**src/rtl/tt_sweep_pkg.sv**
```systemverilog
// tt_sweep_pkg
//   Shared definitions for the gate truth-table sweep controller.
//   - tt_state_e : sweep FSM state encoding (IDLE, DRIVE, DONE)
//   - N_IN_MAX   : largest supported number of gate inputs
package tt_sweep_pkg;

  localparam int N_IN_MAX = 4;

  typedef enum logic [1:0] {
    IDLE  = 2'd0,
    DRIVE = 2'd1,
    DONE  = 2'd2
  } tt_state_e;

endpackage

```
**src/rtl/tt_first_mismatch.sv**
```systemverilog
// tt_first_mismatch
//   Combinational lowest-set-bit encoder used to locate the first
//   mismatching truth-table entry.
//   Ports:
//     vec  in  P     mismatch vector (measured ^ expected)
//     idx  out N_IN  index of the lowest set bit, 0 when vec == 0
//     any  out 1     at least one bit of vec is set
module tt_first_mismatch
  import tt_sweep_pkg::*;
#(
  parameter int N_IN = 2,
  localparam int P   = 1 << N_IN
) (
  input  logic [P-1:0]    vec,
  output logic [N_IN-1:0] idx,
  output logic            any
);

  // Scan from the top down so the lowest set bit is the last one written.
  always_comb begin
    idx = '0;
    any = 1'b0;
    for (int i = P - 1; i >= 0; i--) begin
      if (vec[i]) begin
        idx = N_IN'(i);
        any = 1'b1;
      end
    end
  end

endmodule

```
**src/rtl/gate_tt_sweep.sv**
```systemverilog
// gate_tt_sweep
//   Sweeps a single-output gate through all 2**N_IN input patterns, holds
//   each pattern SETTLE cycles, samples the gate output into a shadow table
//   and, on completion, publishes the measured table with a pass flag and
//   the lowest mismatching pattern index.
//
//   Optional feature macro: TT_SWEEP_ABORT_EN (adds the abort input).
//
//   Ports:
//     clk       in   1     rising-edge clock
//     rst_n     in   1     asynchronous active-low reset
//     start     in   1     sweep request, accepted only in IDLE
//     expected  in   P     expected table, captured when start is accepted
//     abort     in   1     (TT_SWEEP_ABORT_EN only) cancel sweep while in DRIVE
//     gate_in   out  N_IN  pattern driven to the gate under test
//     gate_out  in   1     gate result
//     busy      out  1     high while driving patterns
//     done      out  1     one-cycle pulse at sweep completion
//     pass      out  1     measured table equals expected
//     truth     out  P     measured table
//     fail_idx  out  N_IN  lowest mismatching pattern, 0 when pass
//
//   State | meaning
//   ------+---------------------------------------------------------
//   IDLE  | waiting for start, gate_in parked at 0
//   DRIVE | gate_in = idx, settle counter runs, sample at SETTLE-1
//   DONE  | single-cycle done pulse, results already registered
module gate_tt_sweep
  import tt_sweep_pkg::*;
#(
  parameter int N_IN   = 2,
  parameter int SETTLE = 2,
  localparam int P     = 1 << N_IN
) (
  input  logic            clk,
  input  logic            rst_n,
  input  logic            start,
  input  logic [P-1:0]    expected,
`ifdef TT_SWEEP_ABORT_EN
  input  logic            abort,
`endif
  output logic [N_IN-1:0] gate_in,
  input  logic            gate_out,
  output logic            busy,
  output logic            done,
  output logic            pass,
  output logic [P-1:0]    truth,
  output logic [N_IN-1:0] fail_idx
);

  localparam int CW = $clog2(SETTLE + 1);
  localparam logic [CW-1:0]   CNT_LAST = CW'(SETTLE - 1);
  localparam logic [N_IN-1:0] IDX_LAST = N_IN'(P - 1);

  if (N_IN < 1 || N_IN > N_IN_MAX) begin : g_bad_n_in
    $error("gate_tt_sweep: N_IN out of range");
  end
  if (SETTLE < 1) begin : g_bad_settle
    $error("gate_tt_sweep: SETTLE must be at least 1");
  end

  tt_state_e       state, state_nxt;
  logic [P-1:0]    exp_q;
  logic [P-1:0]    shadow;
  logic [P-1:0]    shadow_fin;
  logic [N_IN-1:0] idx;
  logic [CW-1:0]   cnt;
  logic [N_IN-1:0] mis_idx;
  logic            mis_any;
  logic            sample;
  logic            last;
  logic            abort_hit;

  assign sample = (state == DRIVE) && (cnt == CNT_LAST);
  assign last   = sample && (idx == IDX_LAST);

`ifdef TT_SWEEP_ABORT_EN
  assign abort_hit = (state == DRIVE) && abort;
`else
  assign abort_hit = 1'b0;
`endif

  // Shadow table with the current sample merged in, so the final pattern is
  // included in the result published on the edge that enters DONE.
  always_comb begin
    shadow_fin      = shadow;
    shadow_fin[idx] = gate_out;
  end

  tt_first_mismatch #(.N_IN(N_IN)) u_first_mismatch (
    .vec (shadow_fin ^ exp_q),
    .idx (mis_idx),
    .any (mis_any)
  );

  always_ff @(posedge clk or negedge rst_n) begin
    if (!rst_n) state <= IDLE;
    else        state <= state_nxt;
  end

  always_comb begin
    state_nxt = state;
    case (state)
      IDLE:    if (start) state_nxt = DRIVE;
      DRIVE: begin
        if (abort_hit)  state_nxt = IDLE;
        else if (last)  state_nxt = DONE;
      end
      DONE:    state_nxt = IDLE;
      default: state_nxt = IDLE;
    endcase
  end

  always_comb begin
    gate_in = '0;
    busy    = 1'b0;
    done    = 1'b0;
    case (state)
      DRIVE: begin
        gate_in = idx;
        busy    = 1'b1;
      end
      DONE:    done = 1'b1;
      default: ;
    endcase
  end

  always_ff @(posedge clk or negedge rst_n) begin
    if (!rst_n) begin
      exp_q    <= '0;
      shadow   <= '0;
      idx      <= '0;
      cnt      <= '0;
      pass     <= 1'b0;
      truth    <= '0;
      fail_idx <= '0;
    end else begin
      case (state)
        IDLE: begin
          if (start) begin
            exp_q  <= expected;
            shadow <= '0;
            idx    <= '0;
            cnt    <= '0;
          end
        end
        DRIVE: begin
          if (!abort_hit) begin
            if (sample) begin
              shadow <= shadow_fin;
              if (last) begin
                truth    <= shadow_fin;
                pass     <= ~mis_any;
                fail_idx <= mis_any ? mis_idx : '0;
              end else begin
                idx <= idx + 1'b1;
                cnt <= '0;
              end
            end else begin
              cnt <= cnt + 1'b1;
            end
          end
        end
        default: ;
      endcase
    end
  end

endmodule

```
**config.mk**
```make
export PLATFORM = sky130hd
export DESIGN_NAME = gate_tt_sweep
export DESIGN_NICKNAME = d
export VERILOG_FILES = /design/src/rtl/tt_sweep_pkg.sv /design/src/rtl/tt_first_mismatch.sv /design/src/rtl/gate_tt_sweep.sv
export SDC_FILE = /design/constraint.sdc
export NUM_CORES = 1
export LEC_CHECK = 0
export CAP_MARGIN = 20
export CORE_MARGIN = 1
export CORE_UTILIZATION = 50
export DETAILED_ROUTE_END_ITERATION = 8
export GPL_ROUTABILITY_DRIVEN = 0
export PLACE_DENSITY = 0.84
export SLEW_MARGIN = 20
export SYNTH_ARGS = -nofsm -noshare
export SYNTH_HDL_FRONTEND = slang
export SYNTH_SLANG_ARGS = --single-unit
```
**constraint.sdc**
```tcl
create_clock -name clk -period 1.9 [get_ports clk]
set_clock_uncertainty 0.05 [all_clocks]
set_input_delay 0.38 -clock clk [delete_from_list [all_inputs] [get_ports clk]]
set_output_delay 0.38 -clock clk [all_outputs]
set_load 0.05 [all_outputs]
```
* After elaboration in Yosys (flattened, before gate mapping)
Index checks and enable logic that the tools add are counted.
Storage, ports and cells: bits in registers 21, word-level logic and storage cells 62, output and inout port bits 11, bits of input ports 8
Operators by class: $lt $le $gt $ge 2, add/subtract/negate cells 2, muxes and demuxes 28, reduce and logical (&&, ||, !) cells 11, equal/unequal tests 9, bitwise gates (word level) 2
Operators by type and width (count):
- $mux W2 | 13
- $pmux W2 S2 | 3
- $reduce_and A3 Y1 | 3
- $mux W4 | 2
- $ne A2 B2 Y1 const B | 4
- $pmux W4 S2 | 1
- $mux W1 | 7
- $add A2 B1 Y2 const B | 2
- $bwmux W4 | 1
- $eq A2 B1 Y1 const B | 2
- $eq A2 B2 Y1 const B | 2
- $reduce_and A2 Y1 | 2
- $reduce_and A4 Y1 | 1
- $xor A4 B4 Y4 | 1
- $logic_and A1 B1 Y1 | 3
- $lt A2 B3 Y1 const B | 1
- $ne A3 B3 Y1 const B | 1
- $demux W1 S2 | 1
- $ge A2 B1 Y1 const B | 1
- $logic_not A2 Y1 | 1
- $reduce_bool A2 Y1 | 1
- $not A1 Y1 | 1

* Depth between registers and ports, before layout
depth in word-level cells 11, mapped depth 6, depth with buffers taken out 6

* Cells and area by module
Synthesis repeated with hierarchy kept, for this count alone.
Second synthesis, totals: cells, all modules 96, area, all modules 1078.5 µm²
By module, submodules not included:
- gate_tt_sweep | area each 1043.5 µm², cells an instance 89, seq. area each 525.5 µm², instances 1
- tt_first_mismatch | area each 35.0 µm², cells an instance 7, seq. area each 0.0 µm², instances 1

* Worst setup path after synthesis
Ideal clock, no wire load.
path type register to register, start point reg idx[0], end point reg pass, data arrival time 1.516 ns, period minus slack after synthesis 1.693 ns, cell stages (with the launch flop) 7, buffers on the path 0, setup time 0.127 ns, data required time 1.723 ns, setup slack 0.207 ns, path through dfrtp_1 > inv_1 > ha_1 > mux2i_1 > xnor2_1 > nor4_2 > mux2_1
On the way: cells in the longest elaborated chain, start to end 11, elaborated cells between the ends (all ways) 15, those cells by class order compare: 2; eq/ne: 1; mux: 7; bitwise: 2; reduce/logical: 3
RTL lines:
- from (decl) | RTL line gate_tt_sweep.sv:66 | logic [N_IN-1:0] idx;
- from (signal assigned) | RTL line gate_tt_sweep.sv:156 | idx <= idx + 1'b1;
- $lt A2 B3 Y1 (not written as such) or $ge A2 B1 Y1 (tied branches) | RTL line gate_tt_sweep.sv:87 | shadow_fin[idx] = gate_out;
- $logic_and A1 B1 Y1 (not written as such) | RTL line gate_tt_sweep.sv:87
- $mux W1 (not written as such) | RTL line gate_tt_sweep.sv:87
- $demux W1 S2 | RTL line gate_tt_sweep.sv:87
- $bwmux W4 | RTL line gate_tt_sweep.sv:87
- $xor A4 B4 Y4 | RTL line gate_tt_sweep.sv:91 | .vec (shadow_fin ^ exp_q),
- $mux W1 (4 in a row) | RTL line tt_first_mismatch.sv:24 | if (vec[i]) begin
- $not A1 Y1 | RTL line gate_tt_sweep.sv:153 | pass <= ~mis_any;
- to (signal assigned) | RTL line gate_tt_sweep.sv:153
- to (decl) | RTL line gate_tt_sweep.sv:46 | output logic pass,
Parallel ways exist; a longest one is shown, timed or not. A chain may end at the register's enable or synchronous reset.

* Final worst setup path
Ends and elaborated chain as after synthesis.

==> results.sh <==
export IMPL_grt_ovfl_total=0
export IMPL_initial_utilization_pct=53.51
export IMPL_finalMaxSlewViolations=0
export IMPL_wl_per_cell_um=15.15
export IMPL_cts_root_buf="clkbuf_4"
export IMPL_via_per_inst=5.570
export IMPL_critPathLaunchType="register"
export IMPL_hold_path_class="in -> async"
export IMPL_drt_iter0_drc=15
export IMPL_cts_sinks=21
export IMPL_min_period_ns=1.829
export IMPL_grt_pass1_vias=739
export IMPL_synth_warnings=0
export IMPL_drive_above_1_share_pct=32.17
export IMPL_final_core_util_pct=69.39
export IMPL_drtAntennaViolNets=0
export IMPL_clock_latency_ns=0.32
export IMPL_ys_seq_area_share_pct=50.06
export IMPL_cap_violations=0
export IMPL_routed_wl_um=2151
export IMPL_fmax_ghz=0.5467
export IMPL_area_growth_pct=29.68
export IMPL_post_cts_buffers=0
export IMPL_max_slew_worst_pin_slew_ns=0.3064
export IMPL_diodes=0
export IMPL_slew_headroom_pct=79.43
export IMPL_finalHoldViolations=0
export IMPL_rows=16
export IMPL_cp_data_arrival_time_ns=1.99
export IMPL_netlist_area_mm2=0.001050
export IMPL_nFillCells=164
export IMPL_vias=791
export IMPL_cts_max_level=1
export IMPL_netlist_cell_type_count=29
export IMPL_end_kind="register"
export IMPL_drcViolationCount=0
export IMPL_synth_fp_nets=103
export IMPL_port_buffers=18
export IMPL_post_dp_hpwl_um=1513
export IMPL_path_clk_slew_ns=0.12
export IMPL_drtPass1Iterations=4
export IMPL_setup_worst_path_class="reg -> reg"
export IMPL_pin_count=19
export IMPL_dieArea_mm2=0.002287
export IMPL_avgSynthCellArea_um2=11.54
export IMPL_postCtsHoldBufs=0
export IMPL_synthCells=91
export IMPL_fin_crit_sh_pct=96.28
export IMPL_status="finished clean"
export IMPL_synth_seq_cells=21
export IMPL_cp_required_ns=2.06
export IMPL_grt_pass1_wl_um=3318
export IMPL_antenna_found_initial=0
export IMPL_clock_path_buffers=2
export IMPL_cts_tree="built"
export IMPL_cp_max_fo=4
export IMPL_core_mm2=0.001962
export IMPL_numCtsBuffers=3
export IMPL_setup_violations=0
export IMPL_final_nets=128
export IMPL_chipWidth_um=47.82
export IMPL_die_y_um=47.82
export IMPL_grt_max_degree=22
export IMPL_grt_use_total_pct=22.23
[registers in the layout (all words and copies together), names as in the netlist]
register,cells
cnt,2
exp_q,4
fail_idx,2
idx,2
pass,1
shadow,4
state,2
truth,4
[final timing paths]
check,from,end,slack [ns],cells after the start
worst max-delay path,idx[0],pass,0.07,6
worst min-delay path,rst_n,truth[0],0.35,2
worst max register to register,idx[0],pass,0.07,6
worst min register to register,fail_idx[1],fail_idx[1],0.46,2
max in group asynchronous,rst_n,truth[2],1.23,2
min in group clk,fail_idx[1],fail_idx[1],0.46,2
[synthesized netlist by cell type, drive strengths merged]
cell | count | share of area (%)
dfrtp | 21 | 50
o21ai | 9 | 4.3
a22o | 7 | 6.1
mux2 | 6 | 6.4
inv | 5 | 1.8
nand2 | 5 | 1.8
ha | 4 | 4.8
mux2i | 4 | 3.8
nor2 | 4 | 1.4
xnor2 | 4 | 3.3
a21oi | 3 | 1.4
nand2b | 3 | 2.5
nor2b | 3 | 1.8
buf | 2 | 2.1
a31oi | 1 | 0.60
and3 | 1 | 0.60
nand3 | 1 | 0.95
nand3b | 1 | 0.72
nor3 | 1 | 0.48
nor4 | 1 | 1.2
o21a | 1 | 0.72
o21bai | 1 | 0.72
o31ai | 1 | 0.72
o41ai | 1 | 0.83
xor2 | 1 | 0.83
[layout make-up]
type | count | area [um2] | area share [%]
Timing Repair Buffer | 22 | 232.7 | 17.10
Multi-Input combinational cell | 63 | 523.0 | 38.42
Clock inverter | 1 | 5.005 | 0.3676
Inverter | 5 | 18.77 | 1.379
Clock buffer | 3 | 22.52 | 1.654
Sequential cell | 21 | 525.5 | 38.60
Tap cell | 27 | 33.78 | 2.482
[placed cells by master (no fill, tap or decap), types with 3 or more instances in the layout]
cell	synthesis	routed
clkbuf_4	0	3
dfrtp_1	21	21
nand2_1	5	5
buf_4	0	11
clkdlybuf4s50_1	0	7
a21oi_1	3	3
o21ai_0	9	9
nor2_1	4	4
buf_12	0	4
a22o_1	5	5
mux2_2	5	5
nor2b_1	3	3
inv_1	4	4
[cells by family (layout without fill, tap and decap cells)]
kind of cell	after synthesis	count (layout)	synth area share [%]
AOI/OAI and AO/OA	24	24	15.38
DFF	21	21	50.06
and+or+nand+nor	20	20	11.44
muxes	10	10	10.25
buffers and inverters	7	31	3.932
xor gates and xnor gates	5	5	4.171
adders and majority gates	4	4	4.768
[through the flow]
stage / TNS [ns] / setup WS, ns / hold WS [ns] / cell area (um2) / cells
CTS: 0 / 0.02110 / 0.3467 / 1321 / 142
global route: -0.01715 / -0.01715 / 0.3738 / 1361 / 142
global placement: 0 / 0.01168 / 0.4327 / 1294 / 138
finish: 0 / 0.07072 / 0.3484 / 1361 / 142
detailed placement: -0.1197 / -0.08612 / 0.4329 / 1294 / 138
floorplan: 0 / 0.2068 / 0.03441 / 1050 / 91
[layer usage]
metal | GRT usage [%] | up-vias | wire length, um
li1 | - | 368 | -
met5 | 0 | - | 0
met3 | 6.792 | 2 | 92
met2 | 34.05 | 27 | 1097
met4 | 10.00 | 0 | 9
met1 | 29.10 | 394 | 951
[critical path: stages, from the launching register on]
cell	delay (ns)
dfrtp_1	0.45
inv_1	0.13
ha_1	0.25
mux2i_2	0.31
xnor2_2	0.18
nor4_2	0.06
mux2_1	0.29
[repair_timing]
item,CTS,global route
setup endpoints to repair,0,3
resized for setup,0,8
hold endpoints to repair,0,0
Power is left out: the tool's default activity adds up to more than one toggle a clock period on the data nets, which glitch-free logic cannot reach.
